## src/rtl/apb_cmd_pkg.sv

```systemverilog
`default_nettype none
// ============================================================================
// Module      : apb_cmd_pkg
// Description : Shared types and constants for the APB command master. This
//               includes the FSM state encoding, the queued command record,
//               and the register map of the operand/result slave.
// Revision    : 1.0  initial release
// ============================================================================
package apb_cmd_pkg;

    // Storage widths of a queued command. The top zero-extends narrower
    // buses into these fields.
    localparam int CMD_ADDR_W = 32;
    localparam int CMD_DATA_W = 32;

    // Register map of the operand/control/result slave
    localparam logic [31:0] ADDR_OP_A   = 32'h0;
    localparam logic [31:0] ADDR_OP_B   = 32'h4;
    localparam logic [31:0] ADDR_CTRL   = 32'h8;
    localparam logic [31:0] ADDR_RESULT = 32'hC;

    // Control register operation encodings
    localparam logic [31:0] CTRL_AND = 32'd1;
    localparam logic [31:0] CTRL_OR  = 32'd2;
    localparam logic [31:0] CTRL_XOR = 32'd3;

    typedef enum logic [1:0] {
        IDLE   = 2'd0,
        SETUP  = 2'd1,
        ACCESS = 2'd2,
        RESP   = 2'd3
    } apb_state_e;

    typedef struct packed {
        logic                  write;
        logic [CMD_ADDR_W-1:0] addr;
        logic [CMD_DATA_W-1:0] wdata;
    } apb_cmd_t;

endpackage
`default_nettype wire

```

## src/rtl/apb_cmd_fifo.sv

```systemverilog
`default_nettype none
// ============================================================================
// Module      : apb_cmd_fifo
// Description : Synchronous command FIFO. Pointers carry one extra wrap bit
//               that distinguishes full from empty. The head entry is
//               presented combinationally.
// Revision    : 1.0  initial release
// ============================================================================
module apb_cmd_fifo
    import apb_cmd_pkg::*;
#(
    parameter int DEPTH = 4
) (
    input  logic     clk,
    input  logic     reset,
    input  logic     i_push,
    input  apb_cmd_t i_cmd,
    input  logic     i_pop,
    output apb_cmd_t o_head,
    output logic     o_full,
    output logic     o_empty
);

    localparam int                 c_ptr_w   = $clog2(DEPTH);
    localparam logic [c_ptr_w:0]   c_ptr_one = (c_ptr_w + 1)'(1);

    apb_cmd_t           mem_q [DEPTH];
    logic [c_ptr_w:0]   wr_ptr_q, wr_ptr_d;
    logic [c_ptr_w:0]   rd_ptr_q, rd_ptr_d;
    logic               w_do_push;
    logic               w_do_pop;

    assign o_empty   = (wr_ptr_q == rd_ptr_q);
    assign o_full    = (wr_ptr_q[c_ptr_w] != rd_ptr_q[c_ptr_w]) &&
                       (wr_ptr_q[c_ptr_w-1:0] == rd_ptr_q[c_ptr_w-1:0]);
    assign w_do_push = i_push && !o_full;
    assign w_do_pop  = i_pop && !o_empty;
    assign o_head    = mem_q[rd_ptr_q[c_ptr_w-1:0]];

    // Next pointer values: each pointer advances only on an accepted operation
    always_comb begin
        wr_ptr_d = wr_ptr_q;
        rd_ptr_d = rd_ptr_q;
        if (w_do_push) begin
            wr_ptr_d = wr_ptr_q + c_ptr_one;
        end
        if (w_do_pop) begin
            rd_ptr_d = rd_ptr_q + c_ptr_one;
        end
    end

    // Pointer registers; reset empties the FIFO
    always_ff @(posedge clk or posedge reset) begin
        if (reset) begin
            wr_ptr_q <= '0;
            rd_ptr_q <= '0;
        end else begin
            wr_ptr_q <= wr_ptr_d;
            rd_ptr_q <= rd_ptr_d;
        end
    end

    // Entry storage. The payload is not reset because validity comes from the pointers.
    always_ff @(posedge clk) begin
        if (w_do_push) begin
            mem_q[wr_ptr_q[c_ptr_w-1:0]] <= i_cmd;
        end
    end

endmodule
`default_nettype wire

```

## src/rtl/apb_cmd_master.sv

```systemverilog
`default_nettype none
// ============================================================================
// Module      : apb_cmd_master
// Description : Converts a valid/ready command stream into APB3 transfers,
//               one at a time. It returns an in-order valid/ready response
//               stream carrying read data and an error flag from PSLVERR or
//               a PREADY timeout.
// Revision    : 1.0  initial release
// ============================================================================
module apb_cmd_master
    import apb_cmd_pkg::*;
#(
    parameter int ADDR_W     = 32,
    parameter int DATA_W     = 32,
    parameter int FIFO_DEPTH = 4,
    parameter int TIMEOUT    = 16
) (
    input  logic              clk,
    input  logic              reset,
    input  logic              cmd_valid,
    output logic              cmd_ready,
    input  logic              cmd_write,
    input  logic [ADDR_W-1:0] cmd_addr,
    input  logic [DATA_W-1:0] cmd_wdata,
    output logic              rsp_valid,
    input  logic              rsp_ready,
    output logic [DATA_W-1:0] rsp_rdata,
    output logic              rsp_err,
    output logic              busy,
    output logic              PSEL,
    output logic              PENABLE,
    output logic              PWRITE,
    output logic [ADDR_W-1:0] PADDR,
    output logic [DATA_W-1:0] PWDATA,
    input  logic [DATA_W-1:0] PRDATA,
    input  logic              PREADY,
    input  logic              PSLVERR
);

    // The counter width also covers TIMEOUT=1, where the last count is 0
    localparam int                 c_cnt_w    = $clog2(TIMEOUT) + 1;
    localparam logic [c_cnt_w-1:0] c_tmo_last = c_cnt_w'(TIMEOUT - 1);
    localparam logic [c_cnt_w-1:0] c_cnt_one  = c_cnt_w'(1);

    apb_state_e          state_q, state_d;
    logic [ADDR_W-1:0]   paddr_q, paddr_d;
    logic                pwrite_q, pwrite_d;
    logic [DATA_W-1:0]   pwdata_q, pwdata_d;
    logic [DATA_W-1:0]   rsp_rdata_q, rsp_rdata_d;
    logic                rsp_err_q, rsp_err_d;
    logic [c_cnt_w-1:0]  tmo_cnt_q, tmo_cnt_d;

    apb_cmd_t            w_cmd_in;
    apb_cmd_t            w_head;
    logic                w_full;
    logic                w_empty;
    logic                w_pop;

    // Pack the incoming command into the storage record
    always_comb begin
        w_cmd_in       = '0;
        w_cmd_in.write = cmd_write;
        w_cmd_in.addr  = CMD_ADDR_W'(cmd_addr);
        w_cmd_in.wdata = CMD_DATA_W'(cmd_wdata);
    end

    apb_cmd_fifo #(
        .DEPTH (FIFO_DEPTH)
    ) u_fifo (
        .clk     (clk),
        .reset   (reset),
        .i_push  (cmd_valid),
        .i_cmd   (w_cmd_in),
        .i_pop   (w_pop),
        .o_head  (w_head),
        .o_full  (w_full),
        .o_empty (w_empty)
    );

    // Transfer sequencing: pop, setup, access with timeout, then hold the response
    always_comb begin
        state_d     = state_q;
        paddr_d     = paddr_q;
        pwrite_d    = pwrite_q;
        pwdata_d    = pwdata_q;
        rsp_rdata_d = rsp_rdata_q;
        rsp_err_d   = rsp_err_q;
        tmo_cnt_d   = tmo_cnt_q;
        w_pop       = 1'b0;
        case (state_q)
            IDLE: begin
                if (!w_empty) begin
                    w_pop    = 1'b1;
                    paddr_d  = ADDR_W'(w_head.addr);
                    pwrite_d = w_head.write;
                    pwdata_d = DATA_W'(w_head.wdata);
                    state_d  = SETUP;
                end
            end
            SETUP: begin
                state_d = ACCESS;
            end
            ACCESS: begin
                tmo_cnt_d = tmo_cnt_q + c_cnt_one;
                if (PREADY) begin
                    // Read data is returned only for error-free reads
                    rsp_rdata_d = (pwrite_q || PSLVERR) ? '0 : PRDATA;
                    rsp_err_d   = PSLVERR;
                    state_d     = RESP;
                end else if (tmo_cnt_q == c_tmo_last) begin
                    rsp_rdata_d = '0;
                    rsp_err_d   = 1'b1;
                    state_d     = RESP;
                end
            end
            RESP: begin
                if (rsp_ready) begin
                    tmo_cnt_d = '0;
                    state_d   = IDLE;
                end
            end
            default: begin
                state_d = IDLE;
            end
        endcase
    end

    // State and datapath registers. Reset aborts any transfer in flight.
    always_ff @(posedge clk or posedge reset) begin
        if (reset) begin
            state_q     <= IDLE;
            paddr_q     <= '0;
            pwrite_q    <= 1'b0;
            pwdata_q    <= '0;
            rsp_rdata_q <= '0;
            rsp_err_q   <= 1'b0;
            tmo_cnt_q   <= '0;
        end else begin
            state_q     <= state_d;
            paddr_q     <= paddr_d;
            pwrite_q    <= pwrite_d;
            pwdata_q    <= pwdata_d;
            rsp_rdata_q <= rsp_rdata_d;
            rsp_err_q   <= rsp_err_d;
            tmo_cnt_q   <= tmo_cnt_d;
        end
    end

    // PSEL and PENABLE are decoded from the state register, so they drop
    // as soon as reset asserts.
    assign PSEL      = (state_q == SETUP) || (state_q == ACCESS);
    assign PENABLE   = (state_q == ACCESS);
    assign PWRITE    = pwrite_q;
    assign PADDR     = paddr_q;
    assign PWDATA    = pwdata_q;
    assign rsp_valid = (state_q == RESP);
    assign rsp_rdata = rsp_rdata_q;
    assign rsp_err   = rsp_err_q;
    assign cmd_ready = !w_full;
    assign busy      = (state_q != IDLE) || !w_empty;

endmodule
`default_nettype wire

```

## config.mk

```make
export PLATFORM = sky130hd
export DESIGN_NAME = apb_cmd_master
export DESIGN_NICKNAME = d
export VERILOG_FILES = /design/src/rtl/apb_cmd_pkg.sv /design/src/rtl/apb_cmd_fifo.sv /design/src/rtl/apb_cmd_master.sv
export SDC_FILE = /design/constraint.sdc
export NUM_CORES = 1
export LEC_CHECK = 0
export CORE_ASPECT_RATIO = 1.2
export CORE_MARGIN = 3
export CORE_UTILIZATION = 30
export DETAILED_ROUTE_END_ITERATION = 12
export PLACE_DENSITY = 0.46
export SLEW_MARGIN = 40
export SYNTH_ARGS = -nofsm -noshare
export SYNTH_HDL_FRONTEND = slang
export SYNTH_SLANG_ARGS = --single-unit
export TNS_END_PERCENT = 20
```

## constraint.sdc

```tcl
create_clock -name clk -period 3.8 [get_ports clk]
set_input_delay 0.38 -clock clk [delete_from_list [all_inputs] [get_ports clk]]
set_output_delay 0.38 -clock clk [all_outputs]
set_load 0.005 [all_outputs]
```

# Yosys cells after proc, flatten, opt, wreduce, memory -nomap -nowiden
# Memory sizes are Yosys's and may differ from the RTL's. A register that Yosys moved wholly into a read port is not among the register bits.
# Cells that the tools add are included.
# totals
register_bits	46
latch_bits	0
ramBits	260
rom_bits	0
output_inout_bits	103
word_cells	53
memories	1
# op_classes
add_sub_neg	3
n_mul	0
div_mod_pow	0
order_cmp	0
n_eq_ne	10
shifts	0
mux	16
bitwise_logic	1
n_reduce_logical	16
# mem_list
name	words	word_bits	rd	rd_clocked_by_memory_dff	wr	line	source
u_fifo.mem_q	4	65	1	1	1	apb_cmd_fifo.sv:27	apb_cmd_t mem_q [DEPTH];
# ops
operator	n
32-bit 2-to-1 mux	3
5-bit case mux with 2 select lines	1
2-bit 2-to-1 mux	4
2-bit case mux with 4 select lines	1
3-bit by 1-bit adder with 3-bit output, second input constant	2
1-bit 2-to-1 mux	6
2-bit AND reduction	3
2-bit nonzero test	3
5-bit by 1-bit adder with 5-bit output, second input constant	1
5-bit by 4-bit equality test with 1-bit output, second input constant	1
5-bit 2-to-1 mux	1
2-bit equality test, second input constant	2
3-bit equality test	1
1-bit logical AND	3
1-bit logical OR	3
3-bit by 1-bit inequality test with 1-bit output, second input constant	1
3-bit AND reduction	1
2-bit by 1-bit equality test with 1-bit output, second input constant	1
2-bit equality test	1
1-bit zero test	2
2-bit zero test	1
2-bit by 1-bit inequality test with 1-bit output, second input constant	1
2-bit inequality test, second input constant	1
1-bit inequality test	1
1-bit NOT	1

# Depth between registers and ports, before layout
# logic_depth
depth_word	6
ltp_mapped	7

# Cells and area by module
# From an unflattened synthesis, not the netlist that was laid out.
# unflattened
cells_unflattened	648
area_unflattened_um2	14086.0
# modules_own_cells
module	instances	cells_each	area_per_inst_um2	seq_area_each_um2
apb_cmd_fifo	1	390	9853.2	7957.6
apb_cmd_master	1	258	4232.8	2627.5

# Worst setup path after synthesis
# No wires, ideal clock.
# synth_timing
path_kind	register -> register
startpoint	register u_fifo.rd_ptr_q[0]
endpoint	memory u_fifo.mem_q[3][0] (netlist bit) (enable)
setup_ns	0.432
arrival_time_ns	2.641
t_required_ns	3.368
slack_ns	0.727
stages_incl_launch_ff	6
path_buffers	2
synth_period_minus_slack_ns	3.073
path_cell_list	dfrtp_1 clkbuf_2 xor2_1 or3_1 buf_2 and3_1
# synth_via
elab_chain_cells	6
# synth_rtl
item	line	source
from (decl)	apb_cmd_fifo.sv:29	logic [c_ptr_w:0] rd_ptr_q, rd_ptr_d;
from (signal assigned)	apb_cmd_fifo.sv:59	rd_ptr_q <= rd_ptr_d;
2-bit equality test	apb_cmd_fifo.sv:35	(wr_ptr_q[c_ptr_w-1:0] == rd_ptr_q[c_ptr_w-1:0]);
1-bit logical AND	apb_cmd_fifo.sv:34	assign o_full = (wr_ptr_q[c_ptr_w] != rd_ptr_q[c_ptr_w]) &&
1-bit zero test	-	
named net cmd_ready	apb_cmd_master.sv:21	output logic cmd_ready,
1-bit logical AND	apb_cmd_fifo.sv:36	assign w_do_push = i_push && !o_full;
1-bit 2-to-1 mux	apb_cmd_fifo.sv:65	if (w_do_push) begin
1-bit 2-to-1 mux (implied by the code)	apb_cmd_fifo.sv:66	mem_q[wr_ptr_q[c_ptr_w-1:0]] <= i_cmd;
to (decl)	apb_cmd_fifo.sv:27	
# The timed path passes the listed nets, and every way through them passes these cells.

# Final worst setup path
# layout_timing
startpoint	register state_q[0]
endpoint	output port busy
# layout_via
elab_chain_cells	2
# layout_rtl
item	line	source
from (decl)	apb_cmd_master.sv:45	apb_state_e state_q, state_d;
from (signal assigned)	apb_cmd_master.sv:139	state_q <= state_d;
2-bit nonzero test	apb_cmd_master.sv:160	assign busy = (state_q != IDLE) || !w_empty;
1-bit logical OR	apb_cmd_master.sv:160	
to (decl)	apb_cmd_master.sv:29	output logic busy,
# No other way between the ends.

==> impl_metrics.py <==
metrics = {
    "status": {
        "status": "complete, no violations",
    },
    "clock_tree": {
        "postCtsSetupBuffers": 0,
        "numClockSinks": 371,
        "path_clk_slew_ns": 0.06,
        "clk_latency_ns": 0.53,
        "ctsHoldBuffers": 0,
        "numCtsBuffers": 42,
        "clockRootBuffer": "clkbuf_16",
        "cts_resized": 0,
        "h-tree-depth": 2,
        "cts_tree": "yes",
        "clock_path_buffers": 3,
    },
    "layout": {
        "final_area_um2": 18000,
        "stdcell_count": 1504,
        "syn2layout_area_growth_pct": 31.1,
        "antenna_cells": 0,
        "filler_cell_count": 4172,
        "nets": 975,
        "drive_above_1_share_pct": 24.9,
    },
    "die": {
        "die_y_um": 240,
        "coreArea_um2": 45100,
        "pin_count": 206,
        "die_w_um": 201,
        "design.die.area_um2": 48400,
        "initial_utilization_pct": 30.4,
        "rows": 85,
    },
    "detailed_routing": {
        "totalWireLength_um": 30700,
        "drc": 0,
        "dr.pass1.iters": 4,
        "ant_nets": 0,
        "detail_route.wl_per_cell_um": 20.4,
        "vias_per_cell": 4.48,
        "vias": 6740,
        "drt_iter0_drc": 289,
    },
    "sta": {
        "tightestPinTransition_ns": 0.771,
        "finalClockSkew_ns": 0.00829,
        "final-hold-violation-count": 0,
        "fin_crit_ns": 2.76,
        "rsz0062_at_grt": "false",
        "fmax_ghz": 0.362,
        "slew_viol_final": 0,
        "fin_tns_setup_ns": 0,
        "setup_viol": 0,
        "period_share_pct": 72.7,
        "slew_headroom_pct": 48.6,
    },
    "critical_path": {
        "crit_path_top_delay_cell": "or4_1",
        "worstPathMaxFanout": 3,
        "critPathLaunchType": "flip-flop",
        "arrival_ns": 2.38,
        "reg2reg_from": "u_fifo.wr_ptr_q[0]",
        "ff2ff_setup_slack_ns": 1.42,
        "r2r_cells": 4,
        "cp_cell_sequence": "inv_1, ha_1, inv_1, or4_1, clkdlybuf4s50_1",
        "reg2reg_to": "u_fifo.mem_q[2][23]",
        "cp-end-kind": "primary output",
        "cpMostUsedCell": "inv_1",
        "crit_required_ns": 3.42,
        "crit_path_max_incr_delay_ns": 0.56,
        "worstSetupPathType": "reg2out",
    },
    "grt": {
        "grt_pass1_vias": 7198,
        "grt_pass1_wl_um": 46400,
        "grt_max_degree": 68,
        "gr-total-overflow": 0,
        "grt_use_total_pct": 12.6,
        "antenna_found_initial": 2,
    },
    "synthesis": {
        "ys.flop_type": "edfxtp_1",
        "synth_cell_type_count": 31,
        "synth-adder-area-share_pct": 0.911,
        "synth_edf_count": 260,
        "synth_seq_cells": 371,
        "synthSimpleGateAreaFrac_pct": 0.820,
        "syn_nets": 742,
        "synth-compound-area-share_pct": 2.75,
        "synth_top_family_by_area": "multiplexers",
        "syn_area_um2": 13700,
        "yosys_warnings": 0,
        "synth_area_per_cell_um2": 21.8,
        "netlist_instances": 629,
        "synthArstFlopShare_pct": 29.9,
        "yosysSeqAreaShare_pct": 77.1,
        "synth_xor_area_share_pct": 0.510,
        "synthMuxAreaShare_pct": 16.3,
    },
    "power_and_ir_drop": {
        "ir_drop_mv": 0.539,
        "intPower_w": 0.0110,
        "p_seq_share_pct": 41.0,
        "switching_share_pct": 27.3,
        "comb_power_share_pct": 31.7,
        "p_clk_share_pct": 27.3,
        "power_leakage_nw": 6.37,
        "p_switching_w": 0.00411,
        "power_density_nw_per_um2": 837,
    },
    "place": {
        "port_buffers": 205,
        "routabilityCongestion": 0.679,
        "dp_hpwl_um": 18200,
        "placed_cell_area_um2": 16600,
        "dp.cells": 1427,
    },
    "job": {
        "cap_violations": 0,
    },
    "hold_path": {
        "hold_class": "in2async",
    },
}
-- worst max-delay path, delay by kind of cell (launching register included) --
kind | cells | cell delay, ns
flops | 1 | 0.38
simple gates | 1 | 0.56
buf+inv | 3 | 0.66
fa+ha+maj | 1 | 0.25
-- power by group through the flow --
| stage | clock network (W) | registers (W) | logic [W] |
|---|---|---|---|
| finish | 0.00412 | 0.00618 | 0.00478 |
| global route | 0.00443 | 0.00631 | 0.00524 |
| CTS | 0.00426 | 0.00620 | 0.00497 |
| detailed placement | 0 | 0.00628 | 0.00495 |
| global placement | 0 | 0.00625 | 0.00495 |
| floorplan | 0 | 0.00621 | 0.00278 |
-- how the worst max path moves through the flow --
stage / end / slack, ns / cells past startpoint / start
after CTS: busy / 0.98 / 5 / state_q[0]
after detailed placement: u_fifo.mem_q[2][16] / 1.35 / 4 / u_fifo.wr_ptr_q[0]
after global routing: busy / 0.92 / 5 / state_q[0]
final: busy / 1.04 / 5 / state_q[0]
after floorplan: PADDR[0] / 0.49 / 1 / reset
after global placement: u_fifo.mem_q[2][15] / 1.38 / 4 / u_fifo.rd_ptr_q[1]
-- area by class of cell --
cell class | count | area [um2] | share of cell area, %
clock buffers | 68 | 1330 | 7.39
inverters | 9 | 36.3 | 0.202
well taps | 609 | 762 | 4.23
clock inverters | 9 | 109 | 0.604
repair buffers | 219 | 2220 | 12.3
flip-flops and latches | 371 | 10600 | 58.8
multi-input cells | 219 | 2950 | 16.4
-- flip-flops by register name (all words and copies together), names as in the netlist, 2 cells and up --
register and count:
PADDR 32, PWDATA 32, rsp_rdata 32, state_q 2, tmo_cnt_q 5, u_fifo.mem_q 260
u_fifo.rd_ptr_q 3, u_fifo.wr_ptr_q 3
-- cell families after synthesis --
| group | count (synthesis) |
|---|---|
| compound gates | 46 |
| flops | 371 |
| fa+ha+maj | 10 |
| buf+inv | 39 |
| xor+xnor | 8 |
| simple gates | 21 |
| mux | 134 |
-- cell usage after synthesis, types with 5 or more instances --
library cell,n,area [um2]
o21ai_0,5,25.0
nand2_1,5,18.8
buf_2,9,45.0
and3_1,5,31.3
clkbuf_1,11,41.3
a22o_1,33,289
inv_1,9,33.8
xor2_1,5,43.8
edfxtp_1,260,7810
buf_6,8,90.1
ha_1,10,125
mux4_2,65,1460
dfrtp_1,111,2780
mux2_2,67,754
-- cells in the final DEF, fill, tap and decap left out, drive strengths merged --
cell type / netlist / layout
o31ai: 2 / 2
clkinv: 0 / 4
nand2: 5 / 5
edfxtp: 260 / 260
or3: 1 / 1
nor3: 1 / 1
inv: 9 / 11
nor2b: 3 / 3
a21oi: 3 / 3
buf: 18 / 14
nand3b: 1 / 1
xor2: 5 / 5
clkdlybuf4s50: 0 / 205
clkinvlp: 0 / 1
o21bai: 1 / 1
clkbuf: 12 / 68
mux4: 65 / 65
ha: 10 / 10
a21boi: 1 / 1
bufinv: 0 / 2
o21ai: 6 / 6
nor2: 3 / 3
xnor2: 3 / 3
and3: 5 / 5
nand4: 1 / 1
a22o: 33 / 33
mux2: 69 / 69
or4: 1 / 1
dfrtp: 111 / 111
-- layer usage --
metal  track usage (%)  wire (um)  vias to the layer above
li1                  -          -                     3008
met1              17.0      13400                     3483
met2              20.7      14900                      190
met3              3.17       1810                       55
met4              2.73        571                        4
met5                 0         22                        -
-- through the flow --
stage / utilization (%) / setup WS [ns] / power, W / hold WS (ns)
floorplan: - / 0.489 / 0.00899 / 0.438
detailed placement: 36.7 / 1.35 / 0.0112 / 0.489
global route: 39.9 / 0.923 / 0.0160 / 0.249
global placement: 36.7 / 1.38 / 0.0112 / 0.472
finish: 39.9 / 1.04 / 0.0151 / 0.220
CTS: 39.9 / 0.978 / 0.0154 / 0.212
Power figures use the tool's default switching activity.
